==> src/rtl/mc_control_fsm_if.sv <==
// mc_control_fsm_if
// Purpose : groups the connections between the multicycle control sequencer
//           and the yIF/yID/yEX/yDM/yWB/yPC datapath.
// Signals : ins/zero            datapath -> sequencer (instruction word, ALU zero flag)
//           RegDst..pc_we       sequencer -> datapath control lines and PC strobes
//           retired, halted     sequencer status
// Modports: master = sequencer side, slave = datapath side.
interface mc_control_fsm_if #(
    parameter int unsigned CNT_W = 16
);
    logic [31:0]      ins;
    logic             zero;
    logic             RegDst;
    logic             RegWrite;
    logic             ALUSrc;
    logic             Mem2Reg;
    logic             MemRead;
    logic             MemWrite;
    logic [2:0]       op;
    logic             branch;
    logic             jump;
    logic             INT;
    logic             pc_we;
    logic [CNT_W-1:0] retired;
    logic             halted;

    modport master (
        input  ins, zero,
        output RegDst, RegWrite, ALUSrc, Mem2Reg, MemRead, MemWrite, op,
        output branch, jump, INT, pc_we, retired, halted
    );

    modport slave (
        output ins, zero,
        input  RegDst, RegWrite, ALUSrc, Mem2Reg, MemRead, MemWrite, op,
        input  branch, jump, INT, pc_we, retired, halted
    );
endinterface

==> src/rtl/mc_control_fsm.sv <==
// mc_control_fsm
// Purpose : multicycle control sequencer. Captures each fetched instruction, steps it
//           through FETCH..WB and drives every datapath control line, the PC write
//           strobe and the reset-time entry-point load. Halts after MAX_INS retirements.
// Ports   : clk    datapath clock, all state on rising edge
//           rst_n  synchronous active-low reset
//           bus    mc_control_fsm_if.master (ins/zero in; controls, pc_we, retired,
//                  halted out)
// Params  : MAX_INS  instructions to retire before HALT (0 = run forever)
//           CNT_W    width of the retired-instruction counter
// Config  : define ILLEGAL_TRAP_EN to make unknown encodings reload the entry point
//           (INT=1, pc_we=1 in DECODE); otherwise they retire as 2-cycle NOPs.
module mc_control_fsm #(
    parameter int unsigned MAX_INS = 43,
    parameter int unsigned CNT_W   = 16
) (
    input  logic            clk,
    input  logic            rst_n,
    mc_control_fsm_if.master bus
);

    typedef enum logic [2:0] {
        StBoot, StFetch, StDecode, StExec, StMem, StWb, StHalt
    } state_e;

    typedef enum logic [2:0] {
        ClsRAdd, ClsROr, ClsAddi, ClsLw, ClsSw, ClsBeq, ClsJ, ClsIll
    } cls_e;

    typedef struct packed {
        logic       reg_dst;
        logic       reg_write;
        logic       alu_src;
        logic       mem2reg;
        logic       mem_read;
        logic       mem_write;
        logic [2:0] op;
        logic       branch;
        logic       jump;
        logic       intr;
        logic       pc_we;
        logic       halted;
    } ctrl_t;

    localparam logic [CNT_W-1:0] MaxInsW = CNT_W'(MAX_INS);
    localparam logic [CNT_W-1:0] OneW    = CNT_W'(1);

    // Only the opcode and funct fields steer the sequencer, so only they are kept.
    logic [11:0]      ir_q, ir_d;
    state_e           state_q, state_d;
    logic [CNT_W-1:0] retired_q, retired_d, retired_inc;
    ctrl_t            ctrl_q, ctrl_d;
    cls_e             cls_q;
    logic             term;

    function automatic cls_e decode(input logic [11:0] ir);
        cls_e c;
        case (ir[11:6])
            6'h00:   c = (ir[5:0] == 6'h20) ? ClsRAdd :
                         (ir[5:0] == 6'h25) ? ClsROr  : ClsIll;
            6'h08:   c = ClsAddi;
            6'h23:   c = ClsLw;
            6'h2b:   c = ClsSw;
            6'h04:   c = ClsBeq;
            6'h02:   c = ClsJ;
            default: c = ClsIll;
        endcase
        return c;
    endfunction

    // Last state of each instruction class: PC is written and the retire counter bumps.
    function automatic logic is_term(input state_e st, input cls_e cls);
        logic t;
        case (st)
            StDecode: t = (cls == ClsJ) || (cls == ClsIll);
            StExec:   t = (cls == ClsBeq);
            StMem:    t = (cls == ClsSw);
            StWb:     t = 1'b1;
            default:  t = 1'b0;
        endcase
        return t;
    endfunction

    // Idle levels: all strobes low, ALU B from immediate, ALU adds.
    function automatic ctrl_t ctrl_idle();
        ctrl_t c;
        c         = '0;
        c.alu_src = 1'b1;
        c.op      = 3'b010;
        return c;
    endfunction

    // Moore control word for a (state, instruction class) pair.
    function automatic ctrl_t ctrl_for(input state_e st, input cls_e cls);
        ctrl_t c;
        c = ctrl_idle();
        case (st)
            StBoot: begin
                c.intr  = 1'b1;
                c.pc_we = 1'b1;
            end
            StDecode, StExec, StMem, StWb: begin
                // Datapath selects are held for the whole life of the instruction.
                case (cls)
                    ClsRAdd: begin
                        c.alu_src = 1'b0;
                        c.reg_dst = 1'b1;
                    end
                    ClsROr: begin
                        c.alu_src = 1'b0;
                        c.reg_dst = 1'b1;
                        c.op      = 3'b001;
                    end
                    ClsBeq: begin
                        c.alu_src = 1'b0;
                        c.op      = 3'b110;
                    end
                    default: ;
                endcase
                c.jump      = (st == StDecode) && (cls == ClsJ);
                c.branch    = (st == StExec) && (cls == ClsBeq);
                c.mem_write = (st == StMem) && (cls == ClsSw);
                c.mem_read  = (cls == ClsLw) && ((st == StMem) || (st == StWb));
                c.reg_write = (st == StWb);
                c.mem2reg   = (st == StWb) && (cls == ClsLw);
                c.pc_we     = is_term(st, cls);
`ifdef ILLEGAL_TRAP_EN
                c.intr      = (st == StDecode) && (cls == ClsIll);
`endif
            end
            StHalt: c.halted = 1'b1;
            default: ;
        endcase
        return c;
    endfunction

    assign cls_q       = decode(ir_q);
    assign term        = is_term(state_q, cls_q);
    assign retired_inc = retired_q + OneW;

    always_comb begin
        state_d   = state_q;
        ir_d      = ir_q;
        retired_d = retired_q;
        case (state_q)
            // Stay one extra cycle after reset so the entry-point load is visible.
            StBoot:   state_d = ctrl_q.intr ? StFetch : StBoot;
            StFetch: begin
                ir_d    = {bus.ins[31:26], bus.ins[5:0]};
                state_d = StDecode;
            end
            StDecode: state_d = StExec;
            StExec:   state_d = ((cls_q == ClsLw) || (cls_q == ClsSw)) ? StMem : StWb;
            StMem:    state_d = StWb;
            StWb:     state_d = StFetch;
            StHalt:   state_d = StHalt;
            default:  state_d = StBoot;
        endcase
        if (term) begin
            retired_d = retired_inc;
            state_d   = ((MAX_INS != 0) && (retired_inc == MaxInsW)) ? StHalt : StFetch;
        end
        ctrl_d = ctrl_for(state_d, decode(ir_d));
    end

    always_ff @(posedge clk) begin
        if (!rst_n) begin
            state_q   <= StBoot;
            ir_q      <= '0;
            retired_q <= '0;
            ctrl_q    <= ctrl_idle();
        end else begin
            state_q   <= state_d;
            ir_q      <= ir_d;
            retired_q <= retired_d;
            ctrl_q    <= ctrl_d;
        end
    end

    assign bus.RegDst   = ctrl_q.reg_dst;
    assign bus.RegWrite = ctrl_q.reg_write;
    assign bus.ALUSrc   = ctrl_q.alu_src;
    assign bus.Mem2Reg  = ctrl_q.mem2reg;
    assign bus.MemRead  = ctrl_q.mem_read;
    assign bus.MemWrite = ctrl_q.mem_write;
    assign bus.op       = ctrl_q.op;
    assign bus.branch   = ctrl_q.branch;
    assign bus.jump     = ctrl_q.jump;
    assign bus.INT      = ctrl_q.intr;
    assign bus.pc_we    = ctrl_q.pc_we;
    assign bus.retired  = retired_q;
    assign bus.halted   = ctrl_q.halted;

    // yPC consumes zero directly; the register fields of ins are datapath business.
    logic unused_ins;
    assign unused_ins = ^{bus.ins[25:6], bus.zero};

endmodule

==> src/flat_wrapper.sv <==
// flat-port wrapper written by rule: the top's interface ports become plain ports
module mc_control_fsm_flat 
#(
    parameter int unsigned MAX_INS = 43,
    parameter int unsigned CNT_W   = 16
)
  (clk, rst_n, bus_ins, bus_zero, bus_RegDst, bus_RegWrite, bus_ALUSrc, bus_Mem2Reg, bus_MemRead, bus_MemWrite, bus_op, bus_branch, bus_jump, bus_INT, bus_pc_we, bus_retired, bus_halted);
  mc_control_fsm_if #(.CNT_W(CNT_W)) bus_i ();
  input  logic clk;
  input  logic rst_n;
  input wire logic [$bits(bus_i.ins)-1:0] bus_ins;
  input wire logic [$bits(bus_i.zero)-1:0] bus_zero;
  output wire logic [$bits(bus_i.RegDst)-1:0] bus_RegDst;
  output wire logic [$bits(bus_i.RegWrite)-1:0] bus_RegWrite;
  output wire logic [$bits(bus_i.ALUSrc)-1:0] bus_ALUSrc;
  output wire logic [$bits(bus_i.Mem2Reg)-1:0] bus_Mem2Reg;
  output wire logic [$bits(bus_i.MemRead)-1:0] bus_MemRead;
  output wire logic [$bits(bus_i.MemWrite)-1:0] bus_MemWrite;
  output wire logic [$bits(bus_i.op)-1:0] bus_op;
  output wire logic [$bits(bus_i.branch)-1:0] bus_branch;
  output wire logic [$bits(bus_i.jump)-1:0] bus_jump;
  output wire logic [$bits(bus_i.INT)-1:0] bus_INT;
  output wire logic [$bits(bus_i.pc_we)-1:0] bus_pc_we;
  output wire logic [$bits(bus_i.retired)-1:0] bus_retired;
  output wire logic [$bits(bus_i.halted)-1:0] bus_halted;
  assign bus_i.ins = bus_ins;
  assign bus_i.zero = bus_zero;
  assign bus_RegDst = bus_i.RegDst;
  assign bus_RegWrite = bus_i.RegWrite;
  assign bus_ALUSrc = bus_i.ALUSrc;
  assign bus_Mem2Reg = bus_i.Mem2Reg;
  assign bus_MemRead = bus_i.MemRead;
  assign bus_MemWrite = bus_i.MemWrite;
  assign bus_op = bus_i.op;
  assign bus_branch = bus_i.branch;
  assign bus_jump = bus_i.jump;
  assign bus_INT = bus_i.INT;
  assign bus_pc_we = bus_i.pc_we;
  assign bus_retired = bus_i.retired;
  assign bus_halted = bus_i.halted;
  mc_control_fsm #(.MAX_INS(MAX_INS), .CNT_W(CNT_W)) u_core (.clk(clk), .rst_n(rst_n), .bus(bus_i));
endmodule
==> config.mk <==
export PLATFORM = sky130hd
export DESIGN_NAME = mc_control_fsm_flat
export DESIGN_NICKNAME = d
export VERILOG_FILES = /design/src/rtl/mc_control_fsm_if.sv /design/src/rtl/mc_control_fsm.sv /design/src/flat_wrapper.sv
export SDC_FILE = /design/constraint.sdc
export NUM_CORES = 1
export LEC_CHECK = 0
export ABC_AREA = 1
export CORE_MARGIN = 8
export CORE_UTILIZATION = 51
export CTS_BUF_LIST = sky130_fd_sc_hd__clkbuf_4 sky130_fd_sc_hd__clkbuf_8
export DETAILED_ROUTE_END_ITERATION = 12
export GPL_TIMING_DRIVEN = 0
export PLACE_DENSITY = 0.93
export SETUP_SLACK_MARGIN = 0.1
export SLEW_MARGIN = 20
export SYNTH_ARGS = -nofsm -noshare
export SYNTH_HDL_FRONTEND = slang
export SYNTH_SLANG_ARGS = --single-unit
export TNS_END_PERCENT = 20
==> constraint.sdc <==
create_clock -name clk -period 2.4 [get_ports clk]
set_clock_uncertainty 0.15 [all_clocks]
set_input_delay 0.72 -clock clk [delete_from_list [all_inputs] [get_ports clk]]
set_output_delay 0.72 -clock clk [all_outputs]
set_load 0.005 [all_outputs]
-- Word level (Yosys, flattened, before mapping)
Index checks and enable logic that the tools add are counted.
- register bits: 45
- bits in latches: 0
- bits in writable memories: 0
- ROM bits: 0
- bits of input ports: 35
- output and inout bits: 30
- word-level logic and storage cells: 91
- memories kept: 0
- add/subtract/negate cells: 1
- multipliers: 0
- div/mod/pow operators: 0
- $lt $le $gt $ge: 0
- eq/ne operators: 37
- shift-type cells: 0
- mux-type cells: 20
- bitwise gates (word level): 0
- reductions and logical operators: 18
- operator list (cell ; number):
    6-bit == test (second input constant) ; 8
    3-bit == test (second input constant) ; 14
    3-bit one-hot mux with 6 select lines ; 2
    3-bit one-hot mux with 7 select lines ; 1
    3-bit by 2-bit == test with 1-bit output (second input constant) ; 6
    3-bit 2-to-1 mux ; 6
    16-bit by 1-bit adder with 16-bit output (second input constant) ; 1
    16-bit by 6-bit == test with 1-bit output (second input constant) ; 1
    6-bit by 2-bit == test with 1-bit output (second input constant) ; 2
    6-bit by 3-bit == test with 1-bit output (second input constant) ; 2
    6-bit by 4-bit == test with 1-bit output (second input constant) ; 2
    6-bit logical NOT ; 2
    12-bit 2-to-1 mux ; 1
    3-bit logical NOT ; 3
    1-bit one-hot mux with 4 select lines ; 2
    3-bit by 1-bit == test with 1-bit output (second input constant) ; 2
    1-bit 2-to-1 mux ; 6
    3-bit one-hot mux with 2 select lines ; 1
    1-bit logical AND ; 5
    1-bit logical OR ; 4
    4-bit OR reduction ; 1
    3-bit OR reduction ; 1
    1-bit one-hot mux with 2 select lines ; 1
    2-bit AND reduction ; 1
    2-bit OR reduction ; 1

-- Longest topological paths before layout
Gate-level depths: netlist of the first run.
- depth after elaboration: 12
- depth in mapped cells: 17
- gate-level depth less buffers: 17

-- Least setup slack after synthesis of the first run
OpenSTA, ideal clock, no wires.
- kind: register -> register
- from: register u_core.retired_q[0] (netlist: u_core.bus.retired[0])
- to: register u_core.ctrl_q, in the netlist u_core.bus.op[1]
- library setup time: 0.123 ns
- data arrival time: 1.903 ns
- required time: 2.127 ns
- setup slack: 0.225 ns
- cell stages (with the launch flop): 17
- buffers on the path: 0
- clock period less this slack: 2.175 ns
- cell sequence: dfxtp_1 ha_1 nand3_1 nor2_1 nand3_1 nand2_1 nand2_1 inv_1 nand2_1 nor2_2 nand3_2 nand2_4 nand2_2 nand2_2 nand3_2 inv_2 nand3b_1
- cells in the longest elaborated chain, start to end: 7
- elaborated cells on any way between the ends: 10
- those cells by class: 1 x add/sub; 5 x eq/ne; 2 x mux; 2 x reduce/logical
- RTL lines (item ; RTL line ; source):
    start: declaration ; mc_control_fsm.sv:51 ; logic [CNT_W-1:0] retired_q, retired_d, retired_inc;
    start signal: assignment ; mc_control_fsm.sv:175 ; retired_q <= retired_d;
    16-bit by 1-bit adder with 16-bit output (*) ; mc_control_fsm.sv:139 ; assign retired_inc = retired_q + OneW;
    16-bit by 6-bit == test with 1-bit output (*) ; mc_control_fsm.sv:161 ; state_d = ((MAX_INS != 0) && (retired_inc == MaxInsW)) ? StHalt : StFetch;
    3-bit 2-to-1 mux (*) ; mc_control_fsm.sv:161 ;
    3-bit 2-to-1 mux (*) ; mc_control_fsm.sv:159 ; if (term) begin
    3-bit == test or 3-bit by 2-bit == test with 1-bit output (tied branches) ; mc_control_fsm.sv:97 ; case (st)
    4-bit OR reduction (*) ; mc_control_fsm.sv:97 ;
    2-bit AND reduction (no source line) (*) ; - ;
    end signal: assignment ; mc_control_fsm.sv:171 ; ctrl_q <= ctrl_idle();
    end signal: assignment ; mc_control_fsm.sv:176 ; ctrl_q <= ctrl_d;
    end: declaration ; mc_control_fsm.sv:52 ; ctrl_t ctrl_q, ctrl_d;
Every way passes the cells marked *; elsewhere a longest branch is shown, timed or not.
A chain may end at the register's enable or synchronous reset.

-- Final worst setup path of the first run
- from: register u_core.ir_q[9]
- to: register u_core.ctrl_q, in the netlist u_core.bus.branch
- cells in the longest elaborated chain, start to end: 10
- elaborated cells on any way between the ends: 34
- those cells by class: 20 x eq/ne; 7 x mux; 7 x reduce/logical
- RTL lines (item ; RTL line ; source):
    start: declaration ; mc_control_fsm.sv:49 ; logic [11:0] ir_q, ir_d;
    start signal: assignment ; mc_control_fsm.sv:174 ; ir_q <= ir_d;
    6-bit by 2-bit == test with 1-bit output (tied with other cells) ; mc_control_fsm.sv:58 ; case (ir[11:6])
    3-bit one-hot mux with 6 select lines ; mc_control_fsm.sv:58 ;
    3-bit by 2-bit == test with 1-bit output or 3-bit == test (tied branches) ; mc_control_fsm.sv:153, mc_control_fsm.sv:77 ;
    1-bit logical OR ; mc_control_fsm.sv:153 ; StExec: state_d = ((cls_q == ClsLw) || (cls_q == ClsSw)) ? StMem : StWb;
    1-bit 2-to-1 mux ; mc_control_fsm.sv:153 ;
    3-bit one-hot mux with 7 select lines ; mc_control_fsm.sv:145 ; case (state_q)
    3-bit 2-to-1 mux ; mc_control_fsm.sv:159 ;
    3-bit == test (tied with other cells) ; mc_control_fsm.sv:97 ;
    4-bit OR reduction ; mc_control_fsm.sv:97 ;
    2-bit AND reduction (no source line) ; - ;
Parallel ways exist; a longest one is shown, timed or not.

==> metrics, run 1 <==
status finished, final reports clean; total wire length 7670 µm; Initial Utilization 0.520; Via density 5.43; EDFF count, synth 0; largest net degree at the start of global routing 14; Rel. slew slack 0.602; maximum clock path buffer count 2; final layout net count 492; Fin Setup TNS 0 ps; dpl hpwl 4950 µm; Mapped Area 2610 µm²; Worst Path Required 2420 ps; RePlAce Congestion 0.888; initial antenna violation count 0; CP startpoint kind flop; ys async rst share 0; Die Span Y 87.5 µm; iteration-0 DRC count of the detailed router 249; Max H-tree Level 2; Die Footprint 7660 µm²; P&R area growth vs syn 35.4%; Final min period 2290 ps; Max-Cap Viols 0; Min-Delay Path Class reg -> reg; vias in the first global route 2502; Slew @ Worst Pin 597 ps; DRC Markers 0; Area contributors post-synth dfxtp_1, nand2_1, nor2_1; post-placement cell count 509; # rows 26; CTS root buffer clkbuf_8; total grt overflow 0; Hold Worst Slack 356 ps; ant diodes 0; crit path kind reg -> reg; antenna-violating nets left 0; highest clock rate 436 MHz; Post-synth top cells nand2_1, nor2_1, dfxtp_1; RSZ-0062 raised after global routing true; most frequent cell after synthesis nand2_1; crit path DAT 2310 ps; CP Capture Type flop; clock sinks 45; post-synthesis register bit count 45; Power Density 1320 nW/µm²; worst skew pair latency 310 ps; Pre-antenna DRT Iters 5; CP Max Fanout 6; first-pass GRT wire length 11100 µm; Hold-fix buffers, CTS 0; Wirelength per Cell 14.6 µm; post-synth top area share 0.345; final critical-path share of the clock period 0.955; Final Hold Viols 0; Cells after Synth 396; # setup viols final 0; port bufs 43; vias 2854; cell depth of the worst flop-to-flop path 14; Yosys cell types 36; syn_area_per_cell 6.58 µm²; dominant cell type by area after synthesis dfxtp_1; Most used DFF post-synth dfxtp_1; worst vdd ir 919 µV; Cell Area, Placed 3130 µm²; CTS tree yes; I/O pin cnt 65; post-synthesis sequential area ratio 0.345; Tot Pwr 0.00465 W; syn_nets 433; die width 87.5 µm; gr usage total 0.180; worst hold stages 2; CTS Buf Count 5; final non-filler cell area 3530 µm²; core area 5010 µm²; Slew Viols, Final 0; clock-pin transition on the worst setup and hold timing paths 90 ps; Non-Filler Instances 526; layout cells sized above 1 0.257; Ys Warns 0; Leak 1.57 nW
-- power breakdown --
part | total (W) | switching (W) | internal [W] | leakage (nW)
clock | 0.000483 | 0.000270 | 0.000214 | 0.0484
sequential | 0.00112 | 0.000173 | 0.000947 | 0.376
combinational | 0.00305 | 0.00190 | 0.00115 | 1.14
-- critical path, cell delays in order (launching register included) --
cell and delay, ps:
dfxtp_4 390, inv_2 40, nor2_1 130, nand3_1 150
inv_2 70, nor2_1 50, nand2_1 90, nand2_1 70
nand2_1 100, nand3_4 140, nand2_4 140, nand2_4 100
nand2_1 150, nand2_1 70, nor4_1 300
-- layout by cell type, fill, tap and decap left out, types with 4 or more instances in the layout --
cell,Yosys,routed
a211oi_1,4,4
a21oi_1,11,11
buf_4,1,7
clkbuf_8,0,5
clkdlybuf4s50_1,0,40
dfxtp_1,45,27
dfxtp_2,0,14
dfxtp_4,0,4
inv_1,35,33
inv_2,11,12
nand2_1,103,98
nand2_2,8,11
nand2_4,3,6
nand3_1,29,23
nand3_2,7,9
nand3_4,0,4
nand3b_1,4,4
nand4_1,7,7
nor2_1,72,58
nor2_2,5,12
nor2_4,4,11
o21ai_0,9,9
o21ai_2,2,6
xor2_1,6,5
-- repair_timing --
action,4_1_cts,5_1_grt
cloned,0,1
pin swaps,2,19
buffers inserted,2,6
gates resized for setup,9,68
setup endpoints to repair,14,20
-- cell type report --
cell class,count,area (µm²)
plain buffers,7,43.8
clock buffers,6,76.3
clock inverters,2,10.0
fillers,365,1480
inverters,48,183
multi-input cells,297,1690
flip-flops and latches,45,933
well taps,70,87.6
repair buffers,51,502
-- worst paths after layout --
| check | end | start | slack (ps) |
|---|---|---|---|
| setup reg to reg | u_core.bus.branch | u_core.ir_q[9] | 110 |
| setup / recovery | u_core.bus.branch | u_core.ir_q[9] | 110 |
| hold / removal | u_core.ir_q[5] | u_core.ir_q[5] | 360 |
| hold reg to reg | u_core.ir_q[5] | u_core.ir_q[5] | 360 |
-- registers in the layout (all words and copies together), names as in the netlist, 3 cells and up --
name,count
u_core.bus.retired,16
u_core.state_q,3
u_core.ir_q,12
u_core.bus.op,3
-- cell families (layout without fill, tap and decap cells) --
family | count (synthesis) | after routing | synth area share
xor gates and xnor gates | 7 | 7 | 0.0235
DFF | 45 | 45 | 0.345
AOI/OAI and AO/OA | 35 | 35 | 0.0763
buffers and inverters | 55 | 114 | 0.0845
and+or+nand+nor | 252 | 253 | 0.461
adders and majority gates | 2 | 2 | 0.00960
-- stage by stage --
| step | util | setup WS (ps) |
|---|---|---|
| 2_1_floorplan | - | 225 |
| 3_3_place_gp | 0.624 | -172 |
| 3_5_place_dp | 0.624 | -215 |
| 4_1_cts | 0.648 | 109 |
| 5_1_grt | 0.705 | 21.4 |
| 6_report | 0.705 | 109 |
-- metal layers --
layer	GRT usage	share of wire	vias to the layer above	routed length (µm)
met2	0.297	0.48	132	3660
met1	0.221	0.42	1324	3230
met4	0.0563	0.025	0	189
met3	0.0472	0.078	21	595
met5	0	0	-	0
li1	-	-	1377	-
No activity file was read; power rests on OpenSTA's default activity.
==> run 2: changes to the inputs <==
--- a/config.mk
+++ b/config.mk
@@ -11,7 +11,7 @@
 export CTS_BUF_LIST = sky130_fd_sc_hd__clkbuf_4 sky130_fd_sc_hd__clkbuf_8
 export DETAILED_ROUTE_END_ITERATION = 12
 export GPL_TIMING_DRIVEN = 0
-export PLACE_DENSITY = 0.93
+export PLACE_DENSITY = 0.9
 export SETUP_SLACK_MARGIN = 0.1
 export SLEW_MARGIN = 20
 export SYNTH_ARGS = -nofsm -noshare
==> run 2 against run 1 <==
  * Clock power grew 29%
  * Die area unchanged
  * Sequential cell count did not move
  * Worst hold slack gained 5.0 ps
  * Critical endpoint is now u_core.bus.retired[15]
==> metrics, run 2 (same netlist as run 1, synthesis figures left out) <==
I/O pin cnt 65 (unchanged); antenna-violating nets left 0 (unchanged); Leak 1.57 nW (+0.11%); Initial Utilization 0.520 (unchanged); die width 87.5 µm (unchanged); Slew Viols, Final 0 (unchanged); Hold Worst Slack 361 ps (+5.00 ps); most frequent cells in the layout nand2_1, nor2_1, clkdlybuf4s50_1; Die Span Y 87.5 µm (unchanged); max layer used met4; metal3 WL 631 µm (+6.1%); wl on met1 3190 µm (-1.2%); Final Hold Viols 0 (unchanged); CP startpoint kind primary input; status finished, final reports clean; sw power 0.00231 W (-1.2%); Slew @ Worst Pin 644 ps (+46.9 ps); iteration-0 DRC count of the detailed router 265 (+6.4%); crit path DAT 2340 ps (+30 ps); gr usage total 0.184 (+0.00468); Tot Pwr 0.00471 W (+1.3%); Pre-antenna DRT Iters 5 (unchanged); port bufs 43 (unchanged); vias in the first global route 2515 (+0.52%); layout cells sized above 1 0.252 (-0.00439); Logic pwr share 0.631 (-0.024); Clk pwr share 0.132 (+0.028); ant diodes 0 (unchanged); vias 2862 (+0.28%); CTS tree yes; commonest non-fill, non-tap cell in the layout nand2_1; P&R area growth vs syn 36.5%; # rows 26 (unchanged); Int Pwr 0.00240 W (+3.8%); DRC Markers 0 (unchanged); first-pass GRT wire length 11300 µm (+2.0%); Min-Delay Path Class reg -> reg; RePlAce Congestion 0.898 (+1.2%); Max H-tree Level 2 (unchanged); Via density 5.44 (+0.28%); total grt overflow 0 (unchanged); worst skew pair latency 310 ps (about the same); Rel. slew slack 0.571 (-0.0313); initial antenna violation count 0 (unchanged); CTS root buffer clkbuf_8; core area 5010 µm² (unchanged); Max-Cap Viols 0 (unchanged); clock sinks 45 (unchanged); CP Max Fanout 10 (+4); largest net degree at the start of global routing 14 (unchanged); worst vdd ir 829 µV (-9.8%); dpl hpwl 4870 µm (-1.6%); # setup viols final 0 (unchanged); Worst Path Required 2480 ps (+60 ps); clock-pin transition on the worst setup and hold timing paths 90 ps (about the same); CP Capture Type flop; RSZ-0062 raised after global routing true; met2 WL post-DR 3860 µm (+5.7%); Sw Ratio 0.491 (-0.0123); highest clock rate 442 MHz (+1.3%); final layout net count 492 (unchanged); Die Footprint 7660 µm² (unchanged); crit path kind in -> reg; final critical-path share of the clock period 0.943 (-0.0122); Power Density 1320 nW/µm² (+0.47%); Largest register FFs 16 (unchanged); Final min period 2260 ps (-29.2 ps); CTS Buf Count 5 (unchanged); Wirelength per Cell 15.0 µm (+3.0%); Flop pwr share 0.237 (-0.004); Hold-fix buffers, CTS 0 (unchanged); maximum clock path buffer count 2 (unchanged); total wire length 7890 µm (+3.0%)
[run 2: worst max-delay path, cell delays in order]
cell	delay, ps
clkdlybuf4s50_1	630
clkinv_1	320
clkbuf_1	380
a211oi_1	280
[run 2: power groups by stage]
| stage | Sequential (W) | Clock, W | Combinational [W] |
|---|---|---|---|
| 5_1_grt | 0.00114 | 0.000656 | 0.00327 |
| 4_1_cts | 0.00109 | 0.000620 | 0.00249 |
| 6_report | 0.00112 | 0.000621 | 0.00297 |
| 3_3_place_gp | 0.00109 | 0 | 0.00238 |
| 3_5_place_dp | 0.00109 | 0 | 0.00244 |
| 2_1_floorplan | 0.00107 | 0 | 0.00184 |
[run 2: worst paths after layout]
path                                            start                endpoint  slack [ps]  cells past startpoint
worst max register to register  u_core.bus.retired[0]        u_core.bus.pc_we         150                     15
worst max-delay path                            rst_n  u_core.bus.retired[15]         140                      4
worst min-delay path            u_core.bus.retired[7]   u_core.bus.retired[7]         360                      2
worst min register to register  u_core.bus.retired[7]   u_core.bus.retired[7]         360                      2
[run 2: area by class of cell]
class / instances / area (µm²)
tap: 70 / 87.6
clock buffer: 7 / 90.1
fill: 361 / 1450
clock inverter: 1 / 30.0
sequential: 45 / 927
timing repair buffer: 52 / 500
multi-input combinational: 296 / 1700
buffer: 7 / 40.0
inverter: 48 / 185
[run 2: timing repair]
action,CTS,global route
endpoints found under the setup margin,15,27
gates cloned,0,0
buffers inserted,1,8
pin swaps,0,15
gates resized for setup,11,59
[run 2: metal layers]
metal  up-vias  GRT usage
met5         -          0
met4         0     0.0641
met3        34     0.0519
met2       151      0.298
met1      1306      0.228
li1       1371          -
[run 2: through the flow]
step	TNS, ps	instances	cell area (µm²)	setup WS [ps]	util
after global routing	0	526	3560	29.7	0.710
after global placement	-1260	509	3130	-181	0.624
after CTS	0	518	3290	112	0.656
final	0	526	3560	138	0.710
after detailed placement	-1560	509	3130	-163	0.624
after floorplan	0	396	2610	225	-
